### src/rtl/mnist_frame_streamer.sv
// rtl/mnist_frame_streamer.sv - raster-order frame source from image RAM onto a valid/ready pixel stream
module mnist_frame_streamer #(
  parameter int IMG_W  = 28,
  parameter int IMG_H  = 28,
  parameter int PIX_W  = 8,
  parameter int ADDR_W = 10
) (
  input  logic                     iClk,
  input  logic                     iRst,
  input  logic                     iStart,
  input  logic [ADDR_W-1:0]        iBaseAddr,
  output logic                     oBusy,
  output logic                     oDone,
  output logic [15:0]              oFrameCnt,
  output logic                     oMemRdEn,
  output logic [ADDR_W-1:0]        oMemAddr,
  input  logic [PIX_W-1:0]         iMemRdData,
  output logic [PIX_W-1:0]         oPixelOut,
  output logic                     oPixelValid,
  input  logic                     iReady,
  output logic [$clog2(IMG_H)-1:0] oRow,
  output logic [$clog2(IMG_W)-1:0] oCol,
  output logic                     oWindowValid,
  output logic                     oPixelLast
);

  localparam int ROW_W = $clog2(IMG_H);
  localparam int COL_W = $clog2(IMG_W);
  localparam int FW    = PIX_W + ROW_W + COL_W + 1;

  typedef enum logic [1:0] {S_IDLE, S_STREAM, S_DRAIN, S_DONE} state_t;

  state_t             r_state, w_state_nxt;
  logic [ADDR_W-1:0]  r_addr;
  logic [ROW_W-1:0]   r_rd_row, r_infl_row;
  logic [COL_W-1:0]   r_rd_col, r_infl_col;
  logic               r_infl, r_infl_last;
  logic [FW-1:0]      r_fifo [2];
  logic               r_wptr, r_rptr;
  logic [1:0]         r_cnt;
  logic [15:0]        r_frame_cnt;

  logic               w_pop, w_issue, w_rd_last, w_valid;
  logic [2:0]         w_occ;
  logic [FW-1:0]      w_head;
  logic [ROW_W-1:0]   w_head_row;
  logic [COL_W-1:0]   w_head_col;

  // Occupancy seen by the next cycle: buffered beats plus the read landing now, minus today's pop.
  assign w_valid   = (r_cnt != 2'd0);
  assign w_pop     = w_valid & iReady;
  assign w_occ     = 3'(r_cnt) + 3'(r_infl) - 3'(w_pop);
  assign w_issue   = (r_state == S_STREAM) && (w_occ < 3'd2);
  assign w_rd_last = (r_rd_row == ROW_W'(IMG_H - 1)) && (r_rd_col == COL_W'(IMG_W - 1));

  always_comb begin
    w_state_nxt = r_state;
    case (r_state)
      S_IDLE:   if (iStart) w_state_nxt = S_STREAM;
      S_STREAM: if (w_issue && w_rd_last) w_state_nxt = S_DRAIN;
      S_DRAIN:  if (w_occ == 3'd0) w_state_nxt = S_DONE;
      S_DONE:   w_state_nxt = S_IDLE;
      default:  w_state_nxt = S_IDLE;
    endcase
  end

  always_ff @(posedge iClk) begin
    if (iRst) begin
      r_state     <= S_IDLE;
      r_addr      <= '0;
      r_rd_row    <= '0;
      r_rd_col    <= '0;
      r_infl      <= 1'b0;
      r_infl_row  <= '0;
      r_infl_col  <= '0;
      r_infl_last <= 1'b0;
      r_wptr      <= 1'b0;
      r_rptr      <= 1'b0;
      r_cnt       <= 2'd0;
      r_frame_cnt <= 16'd0;
    end else begin
      r_state <= w_state_nxt;
      if (r_state == S_IDLE && iStart) begin
        r_addr   <= iBaseAddr;
        r_rd_row <= '0;
        r_rd_col <= '0;
      end else if (w_issue) begin
        r_addr <= r_addr + ADDR_W'(1);
        if (r_rd_col == COL_W'(IMG_W - 1)) begin
          r_rd_col <= '0;
          r_rd_row <= r_rd_row + ROW_W'(1);
        end else begin
          r_rd_col <= r_rd_col + COL_W'(1);
        end
      end
      // Tags ride alongside the read so they meet the RAM data one cycle later.
      r_infl <= w_issue;
      if (w_issue) begin
        r_infl_row  <= r_rd_row;
        r_infl_col  <= r_rd_col;
        r_infl_last <= w_rd_last;
      end
      if (r_infl) begin
        r_fifo[r_wptr] <= {iMemRdData, r_infl_row, r_infl_col, r_infl_last};
        r_wptr         <= ~r_wptr;
      end
      if (w_pop) r_rptr <= ~r_rptr;
      r_cnt <= r_cnt + 2'(r_infl) - 2'(w_pop);
      if (r_state == S_DONE) r_frame_cnt <= r_frame_cnt + 16'd1;
    end
  end

  assign w_head     = r_fifo[r_rptr];
  assign w_head_row = w_head[COL_W+ROW_W:COL_W+1];
  assign w_head_col = w_head[COL_W:1];

  assign oBusy        = (r_state == S_STREAM) || (r_state == S_DRAIN);
  assign oDone        = (r_state == S_DONE);
  assign oFrameCnt    = r_frame_cnt;
  assign oMemRdEn     = w_issue;
  assign oMemAddr     = r_addr;
  assign oPixelValid  = w_valid;
  assign oPixelOut    = w_valid ? w_head[FW-1 -: PIX_W] : '0;
  assign oRow         = w_valid ? w_head_row : '0;
  assign oCol         = w_valid ? w_head_col : '0;
  assign oPixelLast   = w_valid & w_head[0];
  assign oWindowValid = w_valid && (w_head_row >= ROW_W'(2)) && (w_head_col >= COL_W'(2));

endmodule

### config.mk
export PLATFORM = sky130hd
export DESIGN_NAME = mnist_frame_streamer
export DESIGN_NICKNAME = d
export VERILOG_FILES = /design/src/rtl/mnist_frame_streamer.sv
export SDC_FILE = /design/constraint.sdc
export NUM_CORES = 1
export LEC_CHECK = 0
export BUFFER_PORTS_ARGS = -buffer_cell sky130_fd_sc_hd__buf_4
export CAP_MARGIN = 20
export CORE_UTILIZATION = 29
export CTS_CLUSTER_SIZE = 25
export DETAILED_ROUTE_END_ITERATION = 6
export MAX_ROUTING_LAYER = met4
export SLEW_MARGIN = 40
export SYNTH_ARGS = -nofsm -noshare
export SYNTH_HDL_FRONTEND = slang
export SYNTH_SLANG_ARGS = --single-unit
### constraint.sdc
create_clock -name iClk -period 3.1 [get_ports iClk]
set_input_delay 0.31 -clock iClk [delete_from_list [all_inputs] [get_ports iClk]]
set_output_delay 0.31 -clock iClk [all_outputs]
set_load 0.02 [all_outputs]
==> results of run 1 <==
## area by class of cell
class	count	area, um2
Tap cell	176	220.2
Clock buffer	10	229.0
Timing Repair Buffer	77	578.1
Clock inverter	6	92.59
Inverter	9	33.78
Fill cell	1350	8264
Sequential cell	93	2243
Multi-Input combinational cell	261	1687
## layer usage
layer / wire, um / global-route usage (%)
met3: 445 / 4.515
met4: 115 / 4.063
met2: 3540 / 18.57
met1: 4188 / 16.21
met5: 0 / -
## cell families (layout without fill, tap and decap cells)
family | after synthesis | after routing | share of synthesized area (%)
and+or+nand+nor | 162 | 162 | 19.90
muxes | 26 | 26 | 6.550
xor gates and xnor gates | 27 | 27 | 5.895
AOI/OAI and AO/OA | 34 | 34 | 5.303
DFF | 93 | 93 | 55.90
adders and majority gates | 12 | 12 | 3.930
buffers and inverters | 27 | 102 | 2.526
## sequential cells by signal, indices dropped and copies added, names as in the netlist, 5 cells and up, named ones only
register    cells
r_fifo         38
oFrameCnt      16
oMemAddr       10
r_infl_col      5
r_infl_row      5
r_rd_col        5
r_rd_row        5
## power by group
group | switching (mW) | total [mW] | internal [mW]
clock | 0.468 | 1.18 | 0.714
combinational | 0.697 | 1.20 | 0.501
sequential | 0.122 | 1.51 | 1.39
total | 1.29 | 3.89 | 2.60
## repair_timing
action	in CTS	in global routing
buffers inserted	0	0
resized for setup	0	4
hold endpoints to repair	0	0
setup endpoints to repair	0	3
## synthesized netlist by cell type, drive strengths merged
cell | number | area, um2
dfxtp | 55 | 1101
nand4 | 7 | 43.79
inv | 9 | 33.78
nand4b | 3 | 26.28
ha | 11 | 137.6
nand3 | 8 | 40.04
o21ai | 3 | 15.01
edfxtp | 38 | 1141
and3b | 1 | 8.760
nor2b | 8 | 50.05
a222oi | 1 | 10.01
nand2 | 35 | 131.4
a311oi | 2 | 17.52
or3 | 2 | 12.51
a211oi | 8 | 60.06
o21bai | 1 | 7.510
and3 | 2 | 12.51
nand3b | 1 | 7.510
nor4 | 10 | 62.56
mux2i | 24 | 240.2
nor3b | 3 | 22.52
nor2 | 59 | 221.5
clkbuf | 15 | 56.30
xor2 | 8 | 70.07
and4 | 4 | 35.03
or4 | 3 | 22.52
a211o | 1 | 8.760
nand2b | 5 | 31.28
mux2 | 2 | 22.52
nor3 | 7 | 35.03
fa | 1 | 20.02
nor4b | 4 | 35.03
a21oi | 17 | 85.08
a221oi | 1 | 8.760
buf | 3 | 11.26
xnor2 | 19 | 166.4
## cell usage in the layout (no fill, tap or decap), types with 2 or more instances in the layout
cell,netlist,layout
inv_1,9,9
nor3b_1,3,2
nand3_1,8,8
nor3_1,7,7
nor4b_1,4,4
bufinv_16,0,2
nand4_1,7,7
a211oi_1,8,8
nor2_1,59,59
mux2i_1,24,24
nand4b_1,3,3
buf_4,0,77
nand2_1,35,35
dfxtp_1,55,54
mux2_2,2,2
or3_1,2,2
nor2b_1,8,7
clkbuf_16,0,9
xnor2_1,19,19
xor2_1,8,7
or4_1,3,3
a311oi_1,2,2
nand2b_1,5,5
edfxtp_1,38,38
nor4_1,10,10
o21ai_0,3,3
a21oi_1,17,17
and3_1,2,2
ha_1,11,11
inv_6,0,2
and4_1,4,4
## worst max-delay path by stage
stage	from	endpoint	slack (ns)	cells past startpoint
3_5_place_dp	r_cnt[1]$_SDFF_PP0_	r_state[0]$_SDFFE_PP0P_	0.16	9
5_1_grt	r_cnt[1]$_SDFF_PP0_	oMemRdEn	0.03	10
4_1_cts	r_cnt[1]$_SDFF_PP0_	oMemRdEn	0.08	10
2_1_floorplan	r_cnt[1]$_SDFF_PP0_	r_state[0]$_SDFFE_PP0P_	0.22	10
6_report	r_cnt[1]$_SDFF_PP0_	oMemRdEn	0.24	10
3_3_place_gp	r_cnt[1]$_SDFF_PP0_	r_state[1]$_SDFFE_PP0P_	0.27	9
## metrics by stage
stage,cells,setup slack [ns],power [mW],utilization [%]
after global routing,632,0.03107,4.105,38.09
final,632,0.2406,3.891,38.09
after detailed placement,616,0.1618,2.730,35.57
after floorplan,381,0.2192,2.282,-
after global placement,616,0.2713,2.709,35.56
after CTS,632,0.08308,3.930,37.98
## critical path, delay by kind of cell (launching register included)
kind	cells	cell delay [ns]
buffers and inverters	3	0.39
and+or+nand+nor	4	0.54
adders and majority gates	3	0.90
DFF	1	0.38
==> reports/metrics.cfg, run 1 <==
[outcome]
outcome=complete, no violations

[global_route]
gr-total-overflow=0
antenna_found_initial=0
first_global_vias=2896
grt_usage_pct=12.66
grt_pass1_wl_um=13970
grt_max_degree=54

[synth]
synth_area_mm2=0.004011
synth_cells=381
synth_nets=415
ys_ff_latch=93
ys_seq_area_share_pct=55.90
synth_cell_types=36
yosysWarningCount=0
avgSynthCellArea_um2=10.53

[drt]
routed_wl_um=8289
drc_errors=0
routedWlPerCell_um=13.12
antenna_left=0
viasPerCell=4.620
drtIter0Drc=153
drt_first_pass_iters=5
num_vias=2920

[hold_path]
min_to=r_fifo[0][14]$_DFFE_PP_
min_path_type=in -> reg
worstHoldStart=iMemRdData[3]
hold_depth=1

[setup_path]
crit_chain=nor2_1 -> nor2b_1 -> ha_1 -> inv_1 -> ha_1 -> fa_2 -> nor2b_2 -> nand2_1 -> inv_1 -> buf_4
worst_path_largest_cell_delay_ns=0.49
cp-end-kind=output pin
worstSetupPathType=reg -> out
r2r_slack_ns=0.25
crit_arrival_ns=2.55
r2r-end=r_state[0]$_SDFFE_PP0P_
reg2reg_depth=9
slowest_stage=fa_2
cp-start-kind=register
worstPathMaxFanout=7
r2r_start=r_cnt[1]$_SDFF_PP0_
required_ns=2.79

[clock_network]
cts-root-buf=clkbuf_16
cts_tree=done
clock-sinks=93
htreeDepth=3
clkTransAtPathRegs_ns=0.07
clk_latency_ns=0.34
clock_path_buffers=2
cts_made_buffers=9
cts_hold_buf=0

[floorplan]
die_h_um=119.6
die_area_mm2=0.01431
rows=42
io_pins=72
coreArea_mm2=0.01335
initial_core_util_pct=30.05
die_w_um=119.6

[sta]
tightestPinTransition_ns=0.7532
drv_slew=0
relSlewSlack_pct=49.72
fin_crit_ns=2.859
fin_setup_tns_ns=0
finalHoldViolCount=0
fmax_mhz=349.7
clock_skew_ns=0.004398
grt_setup_unrepaired=no
finalCritPeriodShare_pct=92.24
fin_hold_ws_ns=0.1503
setup_viol=0

[finish]
drive_gt1_share_pct=21.93
nNetsFinal=485
stdcell_area_mm2=0.005084
synthToLayoutAreaGrowth_pct=26.73
num_antenna_cells=0

[placed_design]
place_area_mm2=0.004748
hpwl_um=5615
gp_congestion=0.7753
port_buffers=71

[run]
maxCapViolCount=0

[pwr]
power_density_mw_per_mm2=765.4
peakVddDrop_mv=0.3232
power.leakage_nw=1.860

No activity file was read; power rests on OpenSTA's default activity.
==> inputs of run 2 (changes only) <==
- CELL_PAD_IN_SITES_DETAIL_PLACEMENT: unset -> 2
- CELL_PAD_IN_SITES_GLOBAL_PLACEMENT: unset -> 2
- PLACE_DENSITY_LB_ADDON: unset -> 0.1
==> reports/metrics.cfg, run 2 (synthesized netlist as in run 1, its figures left out) <==
[outcome]
outcome=complete, no violations

[pwr]
peakVddDrop_mv=0.2690
power.leakage_nw=1.883
power_density_mw_per_mm2=787.5

[finish]
fill_cells=1474
multiInputGateArea_mm2=0.001689
fin_cells=635
layout_commonest_cell=buf_4
synthToLayoutAreaGrowth_pct=27.98
drive_gt1_share_pct=22.66
largest_reg_flops=38
nNetsFinal=488
largest_register=r_fifo
regArea_mm2=0.002243
mostFrequentLayoutCells=buf_4, nor2_1, dfxtp_1
num_antenna_cells=0

[drt]
drtIter0Drc=83
routed_wl_um=9564
num_vias=3035
routedWlPerCell_um=15.06
antenna_left=0
viasPerCell=4.780
drc_errors=0
drt_first_pass_iters=4

[hold_path]
min_to=r_fifo[0][15]$_DFFE_PP_
worstHoldStart=iMemRdData[4]
min_path_type=in -> reg
hold_depth=1

[clock_network]
htreeDepth=3
cts_hold_buf=0
clock_path_buffers=2
cts_tree=done
cts-root-buf=clkbuf_16
cts_made_buffers=9
clk_latency_ns=0.35
clkTransAtPathRegs_ns=0.07
clock-sinks=93

[setup_path]
r2r_start=r_cnt[1]$_SDFF_PP0_
required_ns=2.79
worstSetupPathType=reg -> out
cp-end-kind=output pin
path_buf_inv=3
worst_path_largest_cell_delay_ns=0.50
cp-start-kind=register
worstPathMaxFanout=7
slowest_stage=fa_2
reg2reg_depth=11
cpLargestDelayFamily=adder cells
crit_arrival_ns=2.59
r2r-end=r_state[1]$_SDFFE_PP0P_
r2r_slack_ns=0.26
crit_chain=nor2_1 -> nor2b_2 -> ha_1 -> inv_1 -> ha_1 -> fa_2 -> nor2b_2 -> nand2_1 -> inv_1 -> buf_4

[sta]
fin_setup_tns_ns=0
fin_crit_ns=2.898
fmax_mhz=345.1
finalCritPeriodShare_pct=93.49
setup_viol=0
grt_setup_unrepaired=no
clock_skew_ns=0.007802
drv_slew=0
finalHoldViolCount=0
relSlewSlack_pct=62.52
tightestPinTransition_ns=0.5615

[floorplan]
initial_core_util_pct=30.05
rows=42
die_w_um=119.6
coreArea_mm2=0.01335
io_pins=72
die_h_um=119.6
die_area_mm2=0.01431

[run]
maxCapViolCount=0

[global_route]
grt_usage_pct=14.98
grt_pass1_wl_um=16300
grt_max_degree=54
antenna_found_initial=0
gr-total-overflow=0
first_global_vias=3210

[placed_design]
gp_congestion=0.7211
port_buffers=71
hpwl_um=6812
place_inst=618

-- run 2: layout make-up --
class,instances,share of cell area [%]
Inverter,9,0.6581
Sequential cell,93,43.70
Tap cell,176,4.290
Clock inverter,6,2.291
Clock buffer,10,4.460
Timing Repair Buffer,80,11.70
Multi-Input combinational cell,261,32.90
-- run 2: worst max-delay path by stage --
stage,depth (start not counted),end,start,slack (ns)
floorplan,10,r_state[0]$_SDFFE_PP0P_,r_cnt[1]$_SDFF_PP0_,0.22
global placement,9,r_state[1]$_SDFFE_PP0P_,r_cnt[1]$_SDFF_PP0_,0.24
detailed placement,9,r_state[1]$_SDFFE_PP0P_,r_cnt[1]$_SDFF_PP0_,0.03
CTS,10,oMemRdEn,r_cnt[1]$_SDFF_PP0_,0.07
global route,10,oMemRdEn,r_cnt[1]$_SDFF_PP0_,0.03
finish,10,oMemRdEn,r_cnt[1]$_SDFF_PP0_,0.20
-- run 2: metal layers --
layer / vias up / wire, um / global-route usage (%)
li1: 1485 / - / -
met1: 1486 / 4408 / 17.81
met2: 55 / 4678 / 24.57
met4: 0 / 144 / 6.094
met5: - / 0 / -
met3: 9 / 332 / 3.279
-- run 2: report_power, final --
| part | switching, mW | internal [mW] | total (mW) |
|---|---|---|---|
| combinational | 0.728 | 0.521 | 1.25 |
| sequential | 0.118 | 1.39 | 1.51 |
| clock | 0.489 | 0.797 | 1.29 |
-- run 2: per-stage QoR --
| step | setup slack [ns] | area [um2] | hold WS, ns | power, mW | utilization [%] |
|---|---|---|---|---|---|
| CTS | 0.07473 | 5129 | 0.1261 | 4.122 | 38.42 |
| finish | 0.2019 | 5134 | 0.1414 | 4.043 | 38.46 |
| detailed placement | 0.02510 | 4763 | 0.4445 | 2.789 | 35.69 |
| floorplan | 0.2192 | 4011 | 0.4089 | 2.282 | - |
| global placement | 0.2375 | 4762 | 0.4372 | 2.751 | 35.68 |
| global route | 0.03132 | 5134 | 0.1250 | 4.282 | 38.46 |
-- run 2: timing repair --
item / in CTS / in global routing
setup endpoints to repair: 1 / 4
gates resized for setup: 3 / 2
pin swaps: 1 / 0
buffers inserted: 1 / 0
==> inputs of run 3 (changes only) <==
- CELL_PAD_IN_SITES_DETAIL_PLACEMENT: 2 -> 1
- CELL_PAD_IN_SITES_GLOBAL_PLACEMENT: 2 -> 1
==> reports/metrics.cfg, run 3 (synthesized netlist as in run 1, its figures left out) <==
[clock_network]
htreeDepth=3
clock-sinks=93
cts-root-buf=clkbuf_16
clock_path_buffers=2
clk_latency_ns=0.34
cts_hold_buf=0
clkTransAtPathRegs_ns=0.06
cts_tree=done
cts_made_buffers=9

[setup_path]
crit_start=r_cnt[1]$_SDFF_PP0_
required_ns=2.79
cp-start-kind=register
crit_arrival_ns=2.56
slowest_stage=fa_1
worst_path_largest_cell_delay_ns=0.51
crit_chain=nor2_2 -> nor2b_1 -> ha_1 -> inv_1 -> ha_1 -> fa_1 -> nor2b_2 -> nand2_1 -> inv_1 -> buf_4
cp-end-kind=output pin
r2r_start=r_cnt[1]$_SDFF_PP0_
worstSetupPathType=reg -> out
worstPathMaxFanout=7

[sta]
setup_viol=0
fin_setup_tns_ns=0
finalHoldViolCount=0
tightestPinTransition_ns=0.5829
fin_crit_ns=2.873
grt_setup_unrepaired=no
finalCritPeriodShare_pct=92.67
relSlewSlack_pct=61.09
drv_slew=0
clock_skew_ns=0.006825
fin_hold_ws_ns=0.1533
fmax_mhz=348.1

[pwr]
peakVddDrop_mv=0.2615
power_density_mw_per_mm2=751.0
intPower_mw=2.515
swShare_pct=34.23
finalPower_mw=3.824
clock_power_share_pct=27.7
pwr-share-seq_pct=39.5
combPwrFrac_pct=32.9
power.leakage_nw=1.866
p_switching_mw=1.309

[floorplan]
die_w_um=119.6
die_h_um=119.6
rows=42
coreArea_mm2=0.01335
initial_core_util_pct=30.05
io_pins=72
die_area_mm2=0.01431

[drt]
routedWlPerCell_um=13.83
drc_errors=0
routed_wl_um=8811
num_vias=2974
drtIter0Drc=115
antenna_left=0
drt_first_pass_iters=4
viasPerCell=4.669

[global_route]
busiest_layer=met2
grt_pass1_wl_um=14700
grt_util_met1_pct=17.46
grt_usage_pct=13.29
met3_usage_pct=2.376
first_global_vias=2963
gr-total-overflow=0
grt_max_degree=54
antenna_found_initial=0
grt_use_met2_pct=19.91

[placed_design]
gp_congestion=0.7109
port_buffers=71
hpwl_um=6222

[finish]
layout_commonest_cell=buf_4
num_antenna_cells=0
largest_register=r_fifo
synthToLayoutAreaGrowth_pct=26.95
nNetsFinal=490
largest_reg_flops=38
fill_cells=1524
mostFrequentLayoutCells=buf_4, nor2_1, dfxtp_1
drive_gt1_share_pct=22.99

[outcome]
outcome=complete, no violations

[hold_path]
worstHoldStart=iMemRdData[1]
min_path_type=in -> reg

[run]
maxCapViolCount=0

==> run 3: cell count changes in the layout (fill, tap and decap cells not counted), sizes merged <==
cell / before / now
buf: 80 / 82
bufinv: 3 / 0
clkbuf: 10 / 11
clkinv: 0 / 3
inv: 11 / 10
==> run 3: path summary, 6_finish.rpt <==
check                            end  slack, ns  cells past startpoint
max                         oMemRdEn       0.23                     10
min          r_fifo[1][12]$_DFFE_PP_       0.15                      1
max reg2reg  r_state[1]$_SDFFE_PP0P_       0.30                     11
min reg2reg  r_fifo[1][10]$_DFFE_PP_       0.45                      0
==> run 3: what timing repair did <==
action / in CTS / in global routing
setup endpoints to repair: 0 / 4
buffers inserted: 0 / 3
gates resized for setup: 0 / 5
==> run 3: stage by stage <==
stage,setup slack (ns),instance area [um2],std cells,utilization (%)
CTS,0.004556,5050,634,37.83
detailed placement,0.1363,4763,618,35.69
global route,0.04245,5092,637,38.15
finish,0.2272,5092,637,38.15
global placement,0.2494,4762,618,35.68
floorplan,0.2192,4011,381,-
==> run 3: final cells by class <==
class                           instances  area (um2)  share of cell area, %
Sequential cell                        93        2243                  44.05
Multi-Input combinational cell        261        1693                  33.24
Timing Repair Buffer                   82       615.6                  12.09
Clock buffer                           11       252.7                  4.963
Tap cell                              176       220.2                  4.324
Clock inverter                          5       33.78                 0.6634
Inverter                                9       33.78                 0.6634
==> run 3: critical path, delay by kind of cell, from the launching register on <==
kind	cells	cell delay [ns]
fa+ha+maj	3	0.92
simple gates	4	0.52
buf+inv	3	0.40
flops	1	0.39
==> run 3: power by group through the flow <==
stage / clock network [mW] / registers [mW] / logic, mW
after floorplan: 0 / 1.54 / 0.744
after global placement: 0 / 1.53 / 1.22
after detailed placement: 0 / 1.53 / 1.23
after CTS: 1.10 / 1.51 / 1.24
after global routing: 1.14 / 1.53 / 1.38
final: 1.06 / 1.51 / 1.26
==> run 3: metal layers <==
metal | vias to the layer above | part of all wire (%)
met5 | - | 0
li1 | 1494 | -
met2 | 57 | 45
met3 | 11 | 3.8
met4 | 0 | 1.9
met1 | 1412 | 50
